File: src/rtl/rs_encoder_lfsr_pkg.sv
// Shared GF(2^8) arithmetic, state type and generator-polynomial helper for the
// Reed-Solomon LFSR encoder.
package rs_pkg;

  localparam logic [8:0]  GF_POLY  = 9'h11D;
  localparam int unsigned NPAR_MAX = 32;

  typedef enum logic {DATA = 1'b0, PARITY = 1'b1} rs_state_t;

  // g[0..NPAR-1], low-order coefficient first; the monic x^NPAR term is implied.
  typedef logic [NPAR_MAX-1:0][7:0] rs_coeffs_t;

  function automatic logic [7:0] gf_mul(input logic [7:0] a, input logic [7:0] b);
    logic [7:0] acc;
    logic [7:0] sh;
    acc = '0;
    sh  = a;
    for (int unsigned i = 0; i < 8; i++) begin
      if (b[i]) acc = acc ^ sh;
      sh = sh[7] ? ({sh[6:0], 1'b0} ^ GF_POLY[7:0]) : {sh[6:0], 1'b0};
    end
    return acc;
  endfunction

  function automatic logic [7:0] gf_pow(input int unsigned e);
    logic [7:0] acc;
    acc = 8'h01;
    for (int unsigned i = 0; i < (e % 255); i++) acc = gf_mul(acc, 8'h02);
    return acc;
  endfunction

  // Expands prod (x + alpha^(fcr+i)) one root at a time, highest term first.
  function automatic rs_coeffs_t gen_coeffs(input int unsigned npar, input int unsigned fcr);
    logic [NPAR_MAX:0][7:0] g;
    logic [7:0]             root;
    rs_coeffs_t             res;
    g    = '0;
    g[0] = 8'h01;
    for (int unsigned i = 0; i < npar; i++) begin
      root = gf_pow(fcr + i);
      for (int unsigned j = i + 1; j > 0; j--) g[j] = g[j-1] ^ gf_mul(g[j], root);
      g[0] = gf_mul(g[0], root);
    end
    res = '0;
    for (int unsigned j = 0; j < npar; j++) res[j] = g[j];
    return res;
  endfunction

endpackage

File: src/rtl/rs_encoder_lfsr_if.sv
// Stream bundle for the RS encoder: message symbols in, codeword symbols out.
interface rs_encoder_lfsr_if;

  logic       in_valid;
  logic       in_ready;
  logic [7:0] in_data;
  logic       in_eop;
  logic       out_valid;
  logic       out_ready;
  logic [7:0] out_data;
  logic       out_sop;
  logic       out_eop;
  logic       out_parity;

  modport master (
    output in_valid, in_data, in_eop, out_ready,
    input  in_ready, out_valid, out_data, out_sop, out_eop, out_parity
  );

  modport slave (
    input  in_valid, in_data, in_eop, out_ready,
    output in_ready, out_valid, out_data, out_sop, out_eop, out_parity
  );

endinterface

File: src/rtl/rs_encoder_lfsr_gf256_const_mul.sv
// Multiply an 8-bit GF(2^8) symbol by the elaboration-time constant C.
module gf256_const_mul
  import rs_pkg::*;
#(
  parameter logic [7:0] C = 8'h01
) (
  input  logic [7:0] din,
  output logic [7:0] dout
);

  // Constant C folds the shift-and-add product into a fixed XOR network.
  always_comb dout = gf_mul(din, C);

endmodule

File: src/rtl/rs_encoder_lfsr.sv
// Systematic RS(K+NPAR, K) encoder over GF(2^8): passes K message symbols
// through, then drains NPAR parity symbols from the LFSR, with backpressure.
// Optional build macro RS_SHORTENED_EN: in_eop ends a message early.
module rs_encoder_lfsr
  import rs_pkg::*;
#(
  parameter int unsigned K    = 239,
  parameter int unsigned NPAR = 16,
  parameter int unsigned FCR  = 0
) (
  input logic             clk,
  input logic             rst,
  rs_encoder_lfsr_if.slave bus
);

  localparam int unsigned CW = $clog2(K + 1);
  localparam int unsigned PW = $clog2(NPAR);
  localparam rs_coeffs_t  G  = gen_coeffs(NPAR, FCR);

  rs_state_t     state;
  logic [CW-1:0] cnt;
  logic [PW-1:0] pcnt;
  logic [7:0]    r   [NPAR];
  logic [7:0]    gfb [NPAR];
  logic [7:0]    fb;
  logic          slot_free;
  logic          last_msg;

  assign slot_free    = !bus.out_valid | bus.out_ready;
  assign bus.in_ready = (state == DATA) & slot_free;
  assign fb           = bus.in_data ^ r[NPAR-1];

  for (genvar gi = 0; gi < NPAR; gi++) begin : g_tap
    gf256_const_mul #(.C(G[gi])) u_mul (
      .din  (fb),
      .dout (gfb[gi])
    );
  end

`ifdef RS_SHORTENED_EN
  // Message ends on the K-th symbol or on an early in_eop.
  always_comb last_msg = (cnt == CW'(K - 1)) | bus.in_eop;
`else
  logic unused_eop;
  assign unused_eop = bus.in_eop;

  // Message always ends on the K-th symbol.
  always_comb last_msg = (cnt == CW'(K - 1));
`endif

  // Codeword sequencer: message pass-through with LFSR update, then parity drain.
  always_ff @(posedge clk) begin
    if (!rst) begin
      state          <= DATA;
      cnt            <= '0;
      pcnt           <= '0;
      for (int unsigned i = 0; i < NPAR; i++) r[i] <= '0;
      bus.out_valid  <= 1'b0;
      bus.out_data   <= '0;
      bus.out_sop    <= 1'b0;
      bus.out_eop    <= 1'b0;
      bus.out_parity <= 1'b0;
    end else if (slot_free) begin
      unique case (state)
        DATA: begin
          if (bus.in_valid) begin
            r[0] <= gfb[0];
            for (int unsigned i = 1; i < NPAR; i++) r[i] <= r[i-1] ^ gfb[i];
            bus.out_valid  <= 1'b1;
            bus.out_data   <= bus.in_data;
            bus.out_sop    <= (cnt == '0);
            bus.out_eop    <= 1'b0;
            bus.out_parity <= 1'b0;
            if (last_msg) begin
              state <= PARITY;
              cnt   <= '0;
            end else begin
              cnt <= cnt + 1'b1;
            end
          end else begin
            bus.out_valid <= 1'b0;
          end
        end
        PARITY: begin
          r[0] <= '0;
          for (int unsigned i = 1; i < NPAR; i++) r[i] <= r[i-1];
          bus.out_valid  <= 1'b1;
          bus.out_data   <= r[NPAR-1];
          bus.out_sop    <= 1'b0;
          bus.out_parity <= 1'b1;
          bus.out_eop    <= (pcnt == PW'(NPAR - 1));
          if (pcnt == PW'(NPAR - 1)) begin
            state <= DATA;
            pcnt  <= '0;
          end else begin
            pcnt <= pcnt + 1'b1;
          end
        end
        default: state <= DATA;
      endcase
    end
  end

endmodule

File: src/flat_wrapper.sv
// flat-port wrapper written by rule: the top's interface ports become plain ports
module rs_encoder_lfsr_flat import rs_pkg::*;
#(
  parameter int unsigned K    = 239,
  parameter int unsigned NPAR = 16,
  parameter int unsigned FCR  = 0
)
  (clk, rst, bus_in_valid, bus_in_data, bus_in_eop, bus_out_ready, bus_in_ready, bus_out_valid, bus_out_data, bus_out_sop, bus_out_eop, bus_out_parity);
  rs_encoder_lfsr_if bus_i ();
  input logic clk;
  input logic rst;
  input wire logic [$bits(bus_i.in_valid)-1:0] bus_in_valid;
  input wire logic [$bits(bus_i.in_data)-1:0] bus_in_data;
  input wire logic [$bits(bus_i.in_eop)-1:0] bus_in_eop;
  input wire logic [$bits(bus_i.out_ready)-1:0] bus_out_ready;
  output wire logic [$bits(bus_i.in_ready)-1:0] bus_in_ready;
  output wire logic [$bits(bus_i.out_valid)-1:0] bus_out_valid;
  output wire logic [$bits(bus_i.out_data)-1:0] bus_out_data;
  output wire logic [$bits(bus_i.out_sop)-1:0] bus_out_sop;
  output wire logic [$bits(bus_i.out_eop)-1:0] bus_out_eop;
  output wire logic [$bits(bus_i.out_parity)-1:0] bus_out_parity;
  assign bus_i.in_valid = bus_in_valid;
  assign bus_i.in_data = bus_in_data;
  assign bus_i.in_eop = bus_in_eop;
  assign bus_i.out_ready = bus_out_ready;
  assign bus_in_ready = bus_i.in_ready;
  assign bus_out_valid = bus_i.out_valid;
  assign bus_out_data = bus_i.out_data;
  assign bus_out_sop = bus_i.out_sop;
  assign bus_out_eop = bus_i.out_eop;
  assign bus_out_parity = bus_i.out_parity;
  rs_encoder_lfsr #(.K(K), .NPAR(NPAR), .FCR(FCR)) u_core (.clk(clk), .rst(rst), .bus(bus_i));
endmodule
File: config.mk
export PLATFORM = sky130hd
export DESIGN_NAME = rs_encoder_lfsr_flat
export DESIGN_NICKNAME = d
export VERILOG_FILES = /design/src/rtl/rs_encoder_lfsr_pkg.sv /design/src/rtl/rs_encoder_lfsr_if.sv /design/src/rtl/rs_encoder_lfsr_gf256_const_mul.sv /design/src/rtl/rs_encoder_lfsr.sv /design/src/flat_wrapper.sv
export SDC_FILE = /design/constraint.sdc
export NUM_CORES = 1
export LEC_CHECK = 0
export BUFFER_PORTS_ARGS = -buffer_cell sky130_fd_sc_hd__buf_2
export CELL_PAD_IN_SITES_DETAIL_PLACEMENT = 2
export CELL_PAD_IN_SITES_GLOBAL_PLACEMENT = 2
export CORE_ASPECT_RATIO = 2
export CORE_UTILIZATION = 44
export DETAILED_ROUTE_END_ITERATION = 6
export MAX_ROUTING_LAYER = met4
export PLACE_DENSITY_LB_ADDON = 0.1
export RECOVER_POWER = 100
export SLEW_MARGIN = 15
export SYNTH_ARGS = -nofsm -noshare
export SYNTH_HDL_FRONTEND = slang
export SYNTH_HIERARCHICAL = 1
export SYNTH_SLANG_ARGS = --single-unit
File: constraint.sdc
create_clock -name clk -period 6.95 [get_ports clk]
set_clock_uncertainty 0.05 [all_clocks]
set_input_delay 1.0425 -clock clk [delete_from_list [all_inputs] [get_ports clk]]
set_output_delay 1.0425 -clock clk [all_outputs]
set_load 0.03 [all_outputs]
==> summary.txt, run 1 <==
Status
  • Outcome: finished with violations
  • Failing checks: max-capacitance violations, max-slew violations

Place
  • DP Wirelength: 18800 µm
  • Port bufs: 24
  • Post-placement cell area: 0.0115 mm²
  • GPL Wtd Cong: 0.760

Yosys
  • #FFs+latches synth: 153
  • Yosys top cell area share: 35.0%
  • Yosys top cell by area: edfxtp_1
  • Mapped Cells: 992
  • Number of synthesized flops with an enable pin: 128
  • Yosys cell types: 47
  • Mean Syn Cell Area: 11.1 µm²
  • Post-synth top flop: edfxtp_1
  • Synthesized Nets: 1009
  • Seq/Total Area, Yosys: 39.5%
  • Synth area leaders: edfxtp_1 (35%), xnor2_1 (9.1%), xor2_1 (8.7%), o32ai_1 (5.7%), xnor3_1 (5.7%)
  • Synth async-reset ratio: 0%
  • Synthesized area: 0.0110 mm²
  • Synthesis Warnings: 6

Clock network
  • Total clock buffers created by CTS: 17
  • Root Buffer: clkbuf_16
  • CTS Hold Buffers Added: 0
  • Later-pin clock latency in the skew report: 0.45 ns
  • CTS tree: done
  • Post-CTS setup buffers: 0
  • H-tree Lvls: 4
  • Clk buf depth: 2
  • Clk slew on worst S/H paths: 0.06 ns
  • Post-CTS sizing: 0
  • Sink Count: 153

Layout
  • Share of cells above drive strength 1: 8.45%
  • Layout Nets: 1010
  • Antenna Cells: 0
  • Fin area: 0.0119 mm²
  • Layout area overhead: 8.56%

Min path
  • Startpoint of the worst hold path: u_core/bus.out_parity
  • Min-delay worst type: flip-flop to flip-flop

Floorplan
  • Die area: 0.0257 mm²
  • I/O pin cnt: 26
  • Die width: 114 µm
  • Initial Utilization: 44.8%
  • Core area: 0.0245 mm²
  • Row count: 81
  • Die height: 226 µm

Timing
  • Setup_tns: 0 ns
  • Final setup fails: 0
  • Period minus WS final: 5.17 ns
  • Final critical-path share of the clock period: 74.4%
  • F_max: 193 MHz
  • Rel. slew slack: -129%
  • Max Slew Vio Count: 337
  • Worst slew pin tran: 3.43 ns
  • RSZ-0062 raised after global routing: false
  • Final Hold Fails: 0

GRT
  • Vias in the first global route: 8464
  • Met1 Usage GRT: 26.0%
  • Most Used Layer, Global Route: met2
  • Met2 Usage GRT: 49.9%
  • Initial antenna violation count: 0
  • Grt ovf: 0
  • Largest net degree at the start of global routing: 74
  • Met3 usage: 3.58%
  • Tot GR Track Use: 25.8%
  • First-pass GRT wire length: 47600 µm

Worst setup path
  • Startpoint Class: input port
  • CP max FO: 17
  • CP Capture Type: flip-flop
  • Crit Path Category: input port to flip-flop
  • CP Launch Point: bus_in_data[5]
  • Worst R2R Start: u_core/r[7][13]
  • Worst EP required: 7.10 ns
  • Worst Path Arrival: 5.33 ns

Routing
  • Via density: 5.57
  • Drt drc: 0
  • Routed length per instance: 22.5 µm
  • Initial DRC count: 314
  • Router iterations before antenna repair: 4
  • Routed vias: 7453
  • Antenna Violating Nets Remaining: 0
  • DRT Wirelength: 30200 µm

Flow run
  • Max-cap viol count: 9
area by class of cell:
class | instances | area (µm²)
clock buffers | 27 | 558
clock inverters | 5 | 27.5
fillers | 2539 | 12600
inverters | 76 | 285
multi-input cells | 702 | 6080
flip-flops and latches | 153 | 4350
well taps | 332 | 415
repair buffers | 43 | 220
cell usage in the layout (no fill, tap or decap), drive strengths merged, types with 2 or more instances in the layout:
master,instances
a21boi,52
a21oi,2
and2,60
and3,3
buf,21
clkbuf,49
clkinv,4
dfxtp,25
edfxtp,128
ha,4
inv,76
mux2i,8
nand2,20
nand3,7
nand4,7
nor2,81
o211a,8
o21ai,74
o32ai,72
xnor2,125
xnor3,32
xor2,114
xor3,21
flip-flops by register name (all words and copies together), names as in the netlist:
register,count
u_core/bus.out_parity,1
u_core/bus.out_sop,1
u_core/bus.out_data,8
u_core/bus.out_valid,1
u_core/cnt,8
u_core/state,1
u_core/r,128
u_core/pcnt,4
u_core/bus.out_eop,1
cells by family after synthesis:
family | count (synthesis) | synth area share, %
compound gates | 212 | 13.9
xor+xnor | 292 | 31.6
mux | 8 | 0.728
fa+ha+maj | 4 | 0.455
simple gates | 186 | 8.47
buf+inv | 137 | 5.25
flops | 153 | 39.5
metrics by stage:
stage	utilization (%)	hold WS (ns)	cells	setup WS (ns)
after detailed placement	47.1	0.429	1306	2.75
after global routing	48.7	0.464	1338	1.62
final	48.7	0.431	1338	1.78
after global placement	47.1	0.407	1306	2.82
after floorplan	-	0.406	992	1.25
after CTS	49.4	0.438	1338	3.24
final timing paths:
check / end / slack [ns] / cells past startpoint
worst max-delay path: u_core/r[5][2] / 1.78 / 8
worst min-delay path: u_core/bus.out_parity / 0.43 / 2
worst max register to register: u_core/r[5][2] / 2.10 / 7
worst min register to register: u_core/bus.out_parity / 0.43 / 2
cell usage after synthesis (2+ instances only):
cell      count
xor2_1      109
a21boi_0     38
nand2_1      19
o21ai_0      74
xor3_1        9
dfxtp_1      25
a21oi_1       2
nand3_1       6
xnor3_1      28
xnor3_2       3
xor3_2        3
o32ai_1      72
mux2i_1       8
nor2_1       81
buf_2        22
and2_1       60
ha_1          4
edfxtp_1    128
buf_4         5
o211a_1       8
clkbuf_1     31
and3_1        3
xnor2_2      11
nand4_1       7
xnor2_1     114
a21boi_1     14
xor2_2        5
xor3_4        9
inv_1        75
buf_6         2
worst max-delay path, stage by stage:
cell,delay (ns)
clkbuf_1,0.14
xor2_1,2.02
buf_4,0.53
xnor2_1,0.48
xor3_4,0.48
a21boi_0,0.15
xor2_1,0.30
and2_1,0.18
per-layer routing:
| metal | up-vias | part of all wire [%] |
|---|---|---|
| li1 | 3461 | - |
| met2 | 82 | 59 |
| met1 | 3872 | 37 |
| met4 | 0 | 2.1 |
| met3 | 38 | 1.9 |
| met5 | - | 0 |
Power of run 1 is not shown: default switching activity piles up to over one toggle a cycle in this logic, so the estimate is an artifact.
==> run 2, diff against run 1 <==
Clock period 6.95 ns to 4.9 ns, I/O delays scaled along.
==> summary.txt, run 2 (synthesized netlist as in run 1, its figures left out) <==
Worst setup path
  • Most used cell, CP: xor2_1
  • Top Family by Delay on Critical Path: XOR/XNOR gates
  • Worst Path Arrival: 4.07 ns (-1.26 ns)
  • Critical path's slowest cell: xor2_1
  • CP Buf/Inv Count: 1 (-1)
  • Largest stage delay, worst path: 1.73 ns (-0.29 ns)
  • Crit Path Category: flip-flop to flip-flop
  • CP cell instances: xor2_1, buf_12, xnor2_2, xnor3_1, a21boi_0, xor2_1, and2_0
  • CP Capture Type: flip-flop
  • CP Launch Point: u_core/r[7][8]
  • Worst EP required: 5.05 ns (-2.05 ns)
  • CP max FO: 20 (+3)
  • Startpoint Class: flip-flop
  • Worst R2R Start: u_core/r[7][8]

Routing
  • DRT Wirelength: 30000 µm (-0.46%)
  • Via density: 5.56 (-0.25%)
  • Router iterations before antenna repair: 5 (+1)
  • Antenna Violating Nets Remaining: 0 (unchanged)
  • Routed length per instance: 22.2 µm (-1.6%)
  • Initial DRC count: 275 (-12%)
  • Routed vias: 7523 (+0.94%)
  • Drt drc: 0 (unchanged)

Timing
  • Rel. slew slack: -54.2% (+75 points)
  • RSZ-0062 raised after global routing: false
  • Setup WS post-layout: 0.988 ns (-0.788 ns)
  • Final Hold Fails: 0 (unchanged)
  • Max Slew Vio Count: 202 (-40%)
  • Period minus WS final: 3.91 ns
  • Final setup fails: 0 (unchanged)
  • Worst hold slack: 0.423 ns (-0.00881 ns)
  • Final critical-path share of the clock period: 79.8%
  • Worst slew pin tran: 2.30 ns (-1.13 ns)
  • Setup_tns: 0 ns (unchanged)
  • F_max: 256 MHz

GRT
  • First-pass GRT wire length: 47500 µm (-0.26%)
  • Initial antenna violation count: 0 (unchanged)
  • Vias in the first global route: 8326 (-1.6%)
  • Tot GR Track Use: 25.7% (-0.068 points)
  • Grt ovf: 0 (unchanged)
  • Largest net degree at the start of global routing: 77 (+4.1%)

Clock network
  • CTS Hold Buffers Added: 0 (unchanged)
  • Post-CTS sizing: 0 (unchanged)
  • Later-pin clock latency in the skew report: 0.45 ns (about the same)
  • Total clock buffers created by CTS: 17 (unchanged)
  • CTS tree: done
  • Sink Count: 153 (unchanged)
  • Post-CTS setup buffers: 0 (unchanged)
  • Clk buf depth: 2 (unchanged)
  • Root Buffer: clkbuf_16
  • H-tree Lvls: 4 (unchanged)
  • Clk slew on worst S/H paths: 0.06 ns (about the same)

Place
  • GPL Wtd Cong: 0.738 (-2.9%)
  • Post-placement cell area: 0.0117 mm² (+1.4%)
  • DP Wirelength: 19400 µm (+3.2%)
  • Port bufs: 24 (unchanged)
  • Pre-CTS WS: 1.38 ns (-1.37 ns)

Floorplan
  • Row count: 81 (unchanged)
  • Initial Utilization: 44.8% (unchanged)
  • Die area: 0.0257 mm² (unchanged)
  • Die width: 114 µm (unchanged)
  • Die height: 226 µm (unchanged)
  • I/O pin cnt: 26 (unchanged)
  • Core area: 0.0245 mm² (unchanged)

Layout
  • Largest Register: u_core/r
  • Most common cell after layout, fill and taps aside: edfxtp_1
  • Layout area overhead: 9.82%
  • Antenna Cells: 0 (unchanged)
  • Layout Nets: 1026 (+1.6%)
  • Most frequent cells in the layout: edfxtp_1 (128), xnor2_1 (117), xor2_1 (107)
  • Fin area: 0.0121 mm² (+1.2%)
  • Largest register FFs: 128 (unchanged)
  • Top Registers: u_core/r x128, u_core/bus.out_data x8, u_core/cnt x8
  • Share of cells above drive strength 1: 9.39% (+0.94 points)

Status
  • Outcome: finished with violations
  • Failing checks: max-capacitance violations, max-slew violations

Min path
  • Startpoint of the worst hold path: u_core/bus.out_eop
  • Min-delay worst type: flip-flop to flip-flop

Flow run
  • Max-cap viol count: 6 (-3)
[run 2: changes by cell type in the layout (fill, tap and decap cells not counted), sizes merged]
| cell | before | now |
|---|---|---|
| clkinvlp | 1 | 0 |
| clkbuf | 49 | 52 |
| clkinv | 4 | 6 |
| buf | 21 | 33 |
[run 2: final cells by class]
cell class,instances,area [µm²]
Timing Repair Buffer,59,344
Fill cell,2527,12500
Inverter,76,285
Sequential cell,153,4350
Multi-Input combinational cell,702,6100
Clock buffer,26,554
Tap cell,332,415
Clock inverter,6,30.0
[run 2: tightest hold or removal path: cells and delay by family, from the launching register on]
family	cells	cell delay, ns
flops	1	0.31
compound gates	1	0.06
simple gates	1	0.05
[run 2: final timing paths]
path	end	slack, ns	cells after the start
worst min-delay path	u_core/bus.out_eop	0.42	2
worst min register to register	u_core/bus.out_eop	0.42	2
worst max register to register	u_core/r[6][2]	0.99	7
worst max-delay path	u_core/r[6][2]	0.99	7
[run 2: metrics by stage]
step,cells,util (%)
2_1_floorplan,992,-
3_3_place_gp,1322,47.7
3_5_place_dp,1322,47.7
4_1_cts,1354,50.1
5_1_grt,1354,49.2
6_report,1354,49.2
[run 2: routing by layer]
metal	track usage [%]	up-vias	part of all wire, %
met4	9.51	0	2.4
met1	27.4	3912	39
li1	-	3497	-
met5	-	-	0
met2	47.7	80	57
met3	3.63	34	1.7
Power of run 2 is left out for the same reason.
==> run 3, diff against run 2 <==
Settings changed: ABC_AREA set to 1, CORE_UTILIZATION 44 to 34.
Clock period 4.9 ns to 3.4 ns, I/O delays scaled along.
==> summary.txt, run 3 <==
Flow run
  • Max-cap viol count: 0 (-6)

Timing
  • Period minus WS final: 3.05 ns (-0.863 ns)
  • Final setup fails: 0 (unchanged)
  • RSZ-0062 raised after global routing: false
  • Max Slew Vio Count: 0 (-100%)
  • Worst slew pin tran: 1.01 ns (-1.29 ns)
  • Final critical-path share of the clock period: 89.7% (+9.8 points)
  • Final Hold Fails: 0 (unchanged)
  • Rel. slew slack: 32.2% (+86 points)
  • Setup WS post-layout: 0.352 ns (-0.637 ns)
  • Setup_tns: 0 ns (unchanged)
  • F_max: 328 MHz (+28%)

Worst setup path
  • CP Buf/Inv Count: 3 (+2)
  • Crit path depth: 14 (+7)
  • Crit Path Category: flip-flop to flip-flop
  • Worst Path Arrival: 3.21 ns (-0.86 ns)
  • Largest stage delay, worst path: 0.56 ns (-1.17 ns)
  • Reg2reg path depth: 14 (+7)
  • Worst EP required: 3.56 ns (-1.49 ns)
  • CP cell instances: xor2_4, buf_12, inv_2, nand2_1, nand2_1, nand2_1, nand2_1, nand2_1, nand2_1, nand2_1, nand2_1, a21oi_1, nor3_1, buf_4
  • Startpoint Class: flip-flop
  • R2R Setup Slk: 0.35 ns (-0.64 ns)
  • CP max FO: 24 (+20%)
  • Worst R2R Start: u_core/r[7][11]
  • Most used cell, CP: nand2_1
  • Worst flop-to-flop path endpoint: u_core/r[6][12]
  • CP Capture Type: flip-flop
  • Critical path's slowest cell: xor2_4
  • Top Family by Delay on Critical Path: simple AND/OR/NAND/NOR gates

Clock network
  • CTS tree: done
  • Post-CTS sizing: 0 (unchanged)
  • H-tree Lvls: 4 (unchanged)
  • CTS Hold Buffers Added: 0 (unchanged)
  • Total clock buffers created by CTS: 17 (unchanged)
  • Sink Count: 153 (unchanged)
  • Clk slew on worst S/H paths: 0.07 ns (about the same)
  • Later-pin clock latency in the skew report: 0.45 ns (about the same)
  • Root Buffer: clkbuf_16
  • Post-CTS setup buffers: 0 (unchanged)
  • Clk buf depth: 2 (unchanged)

Status
  • Outcome: finished, final reports clean

Floorplan
  • Die width: 145 µm (+27%)
  • Row count: 104 (+28%)
  • Die height: 288 µm (+28%)
  • I/O pin cnt: 26 (unchanged)
  • Die area: 0.0416 mm² (+62%)
  • Core area: 0.0402 mm² (+64%)
  • Initial Utilization: 34.5% (-10 points)

Yosys
  • Synth area leaders: edfxtp_1 (28%), nand2_1 (19%), nand3_1 (7.3%), xor2_1 (6.4%), a21oi_1 (4.6%)
  • Synthesized Nets: 2028 (+100%)
  • Mapped Cells: 2011 (+100%)
  • Synthesis Warnings: 6 (unchanged)
  • Top-count cell post-synth: nand2_1
  • Seq/Total Area, Yosys: 31.3% (-8.2 points)
  • #FFs+latches synth: 153 (unchanged)
  • Post-synth top flop: edfxtp_1
  • Top cells by count, synth: nand2_1 (706), nand3_1 (201), inv_1 (157)
  • Yosys top cell area share: 27.7% (-7.2 points)
  • Synth async-reset ratio: 0% (unchanged)
  • Yosys top cell by area: edfxtp_1
  • Mean Syn Cell Area: 6.89 µm² (-38%)
  • Yosys cell types: 41 (-13%)
  • Number of synthesized flops with an enable pin: 128 (unchanged)
  • Synthesized area: 0.0139 mm² (+26%)

Layout
  • Antenna Cells: 0 (unchanged)
  • Largest register FFs: 128 (unchanged)
  • Top Registers: u_core/r x128, u_core/bus.out_data x8, u_core/cnt x8
  • Layout Nets: 2046 (+99%)
  • Layout area overhead: 10.5%
  • Largest Register: u_core/r
  • Share of cells above drive strength 1: 12.6% (+3.2 points)
  • Most common cell after layout, fill and taps aside: nand2_1
  • Most frequent cells in the layout: nand2_1 (715), nand3_1 (199), inv_1 (160)

Min path
  • Startpoint of the worst hold path: bus_in_valid
  • Hold Crit Endpoint: u_core/state
  • Min-delay worst type: input port to flip-flop
  • Hold depth: 3 (+1)

Place
  • DP Wirelength: 36300 µm (+87%)
  • Pre-CTS WS: 0.305 ns (-1.08 ns)
  • Port bufs: 24 (unchanged)
  • GPL Wtd Cong: 0.782 (+6.0%)

Routing
  • Antenna Violating Nets Remaining: 0 (unchanged)
  • Drt drc: 0 (unchanged)
  • Via density: 5.14 (-7.5%)
  • Initial DRC count: 266 (-3.3%)
  • Routed length per instance: 18.4 µm (-17%)
  • Router iterations before antenna repair: 6 (+1)
  • Routed vias: 13200 (+76%)
  • DRT Wirelength: 47300 µm (+58%)

GRT
  • Tot GR Track Use: 24.4% (-1.3 points)
  • Initial antenna violation count: 0 (unchanged)
  • Vias in the first global route: 14700 (+76%)
  • Grt ovf: 0 (unchanged)
  • Largest net degree at the start of global routing: 79 (+2.6%)
  • First-pass GRT wire length: 74400 µm (+57%)
-- run 3: cell count changes after synthesis, sizes merged, moves of 59 or more --
cell   before  now
nand2      20  797
nand3       7  214
a21oi       2  127
inv        76  198
nor2       81  155
o32ai      72    0
and2       60    0
o21ai      74   15
-- run 3: cells by family (layout without fill, tap and decap cells) --
kind of cell | Yosys count | after routing | synth area share [%]
AO/OA/AOI/OAI | 145 | 145 | 5.32
XOR/XNOR | 190 | 190 | 13.8
adder cells (fa/ha/maj) | 4 | 4 | 0.361
buffers and inverters | 277 | 308 | 9.51
flip-flops | 153 | 153 | 31.3
AND/OR/NAND/NOR | 1242 | 1242 | 39.7
-- run 3: cell type report --
type	instances	area (µm²)
Sequential cell	153	4340
Clock buffer	20	500
Timing Repair Buffer	76	596
Clock inverter	12	97.6
Multi-Input combinational cell	1581	8330
Inverter	200	787
Fill cell	4845	24900
Tap cell	530	663
-- run 3: tightest hold or removal path: stages --
cell and delay, ns:
buf_2 0.13, nand4_1 0.09, a21oi_1 0.06
-- run 3: metrics by stage --
step | cell area [µm²] | instances | hold slack, ns | utilization (%)
6_report | 15300 | 2572 | 0.338 | 38.1
5_1_grt | 15300 | 2572 | 0.343 | 38.1
4_1_cts | 15400 | 2572 | 0.317 | 38.4
3_5_place_dp | 14800 | 2540 | 0.409 | 36.9
3_3_place_gp | 14800 | 2540 | 0.400 | 36.9
2_1_floorplan | 14000 | 2011 | 0.415 | -
-- run 3: layer usage --
layer / vias up / wire [µm] / global-route usage (%)
li1: 6397 / - / -
met1: 6625 / 15700 / 19.9
met5: - / 0 / -
met2: 120 / 29200 / 51.9
met4: 0 / 1850 / 10.6
met3: 78 / 602 / 2.35
-- run 3: worst max path at each step --
| stage | slack, ns | to | from |
|---|---|---|---|
| floorplan | 0.04 | u_core/r[6][4] | bus_in_data[1] |
| global placement | 0.41 | u_core/r[7][13] | bus_in_data[7] |
| detailed placement | 0.30 | u_core/r[7][13] | bus_in_data[7] |
| CTS | 0.40 | u_core/r[6][12] | u_core/r[7][11] |
| global route | 0.13 | u_core/r[2][2] | u_core/state |
| finish | 0.35 | u_core/r[6][12] | u_core/r[7][11] |
Power of run 3 is left out for the same reason.
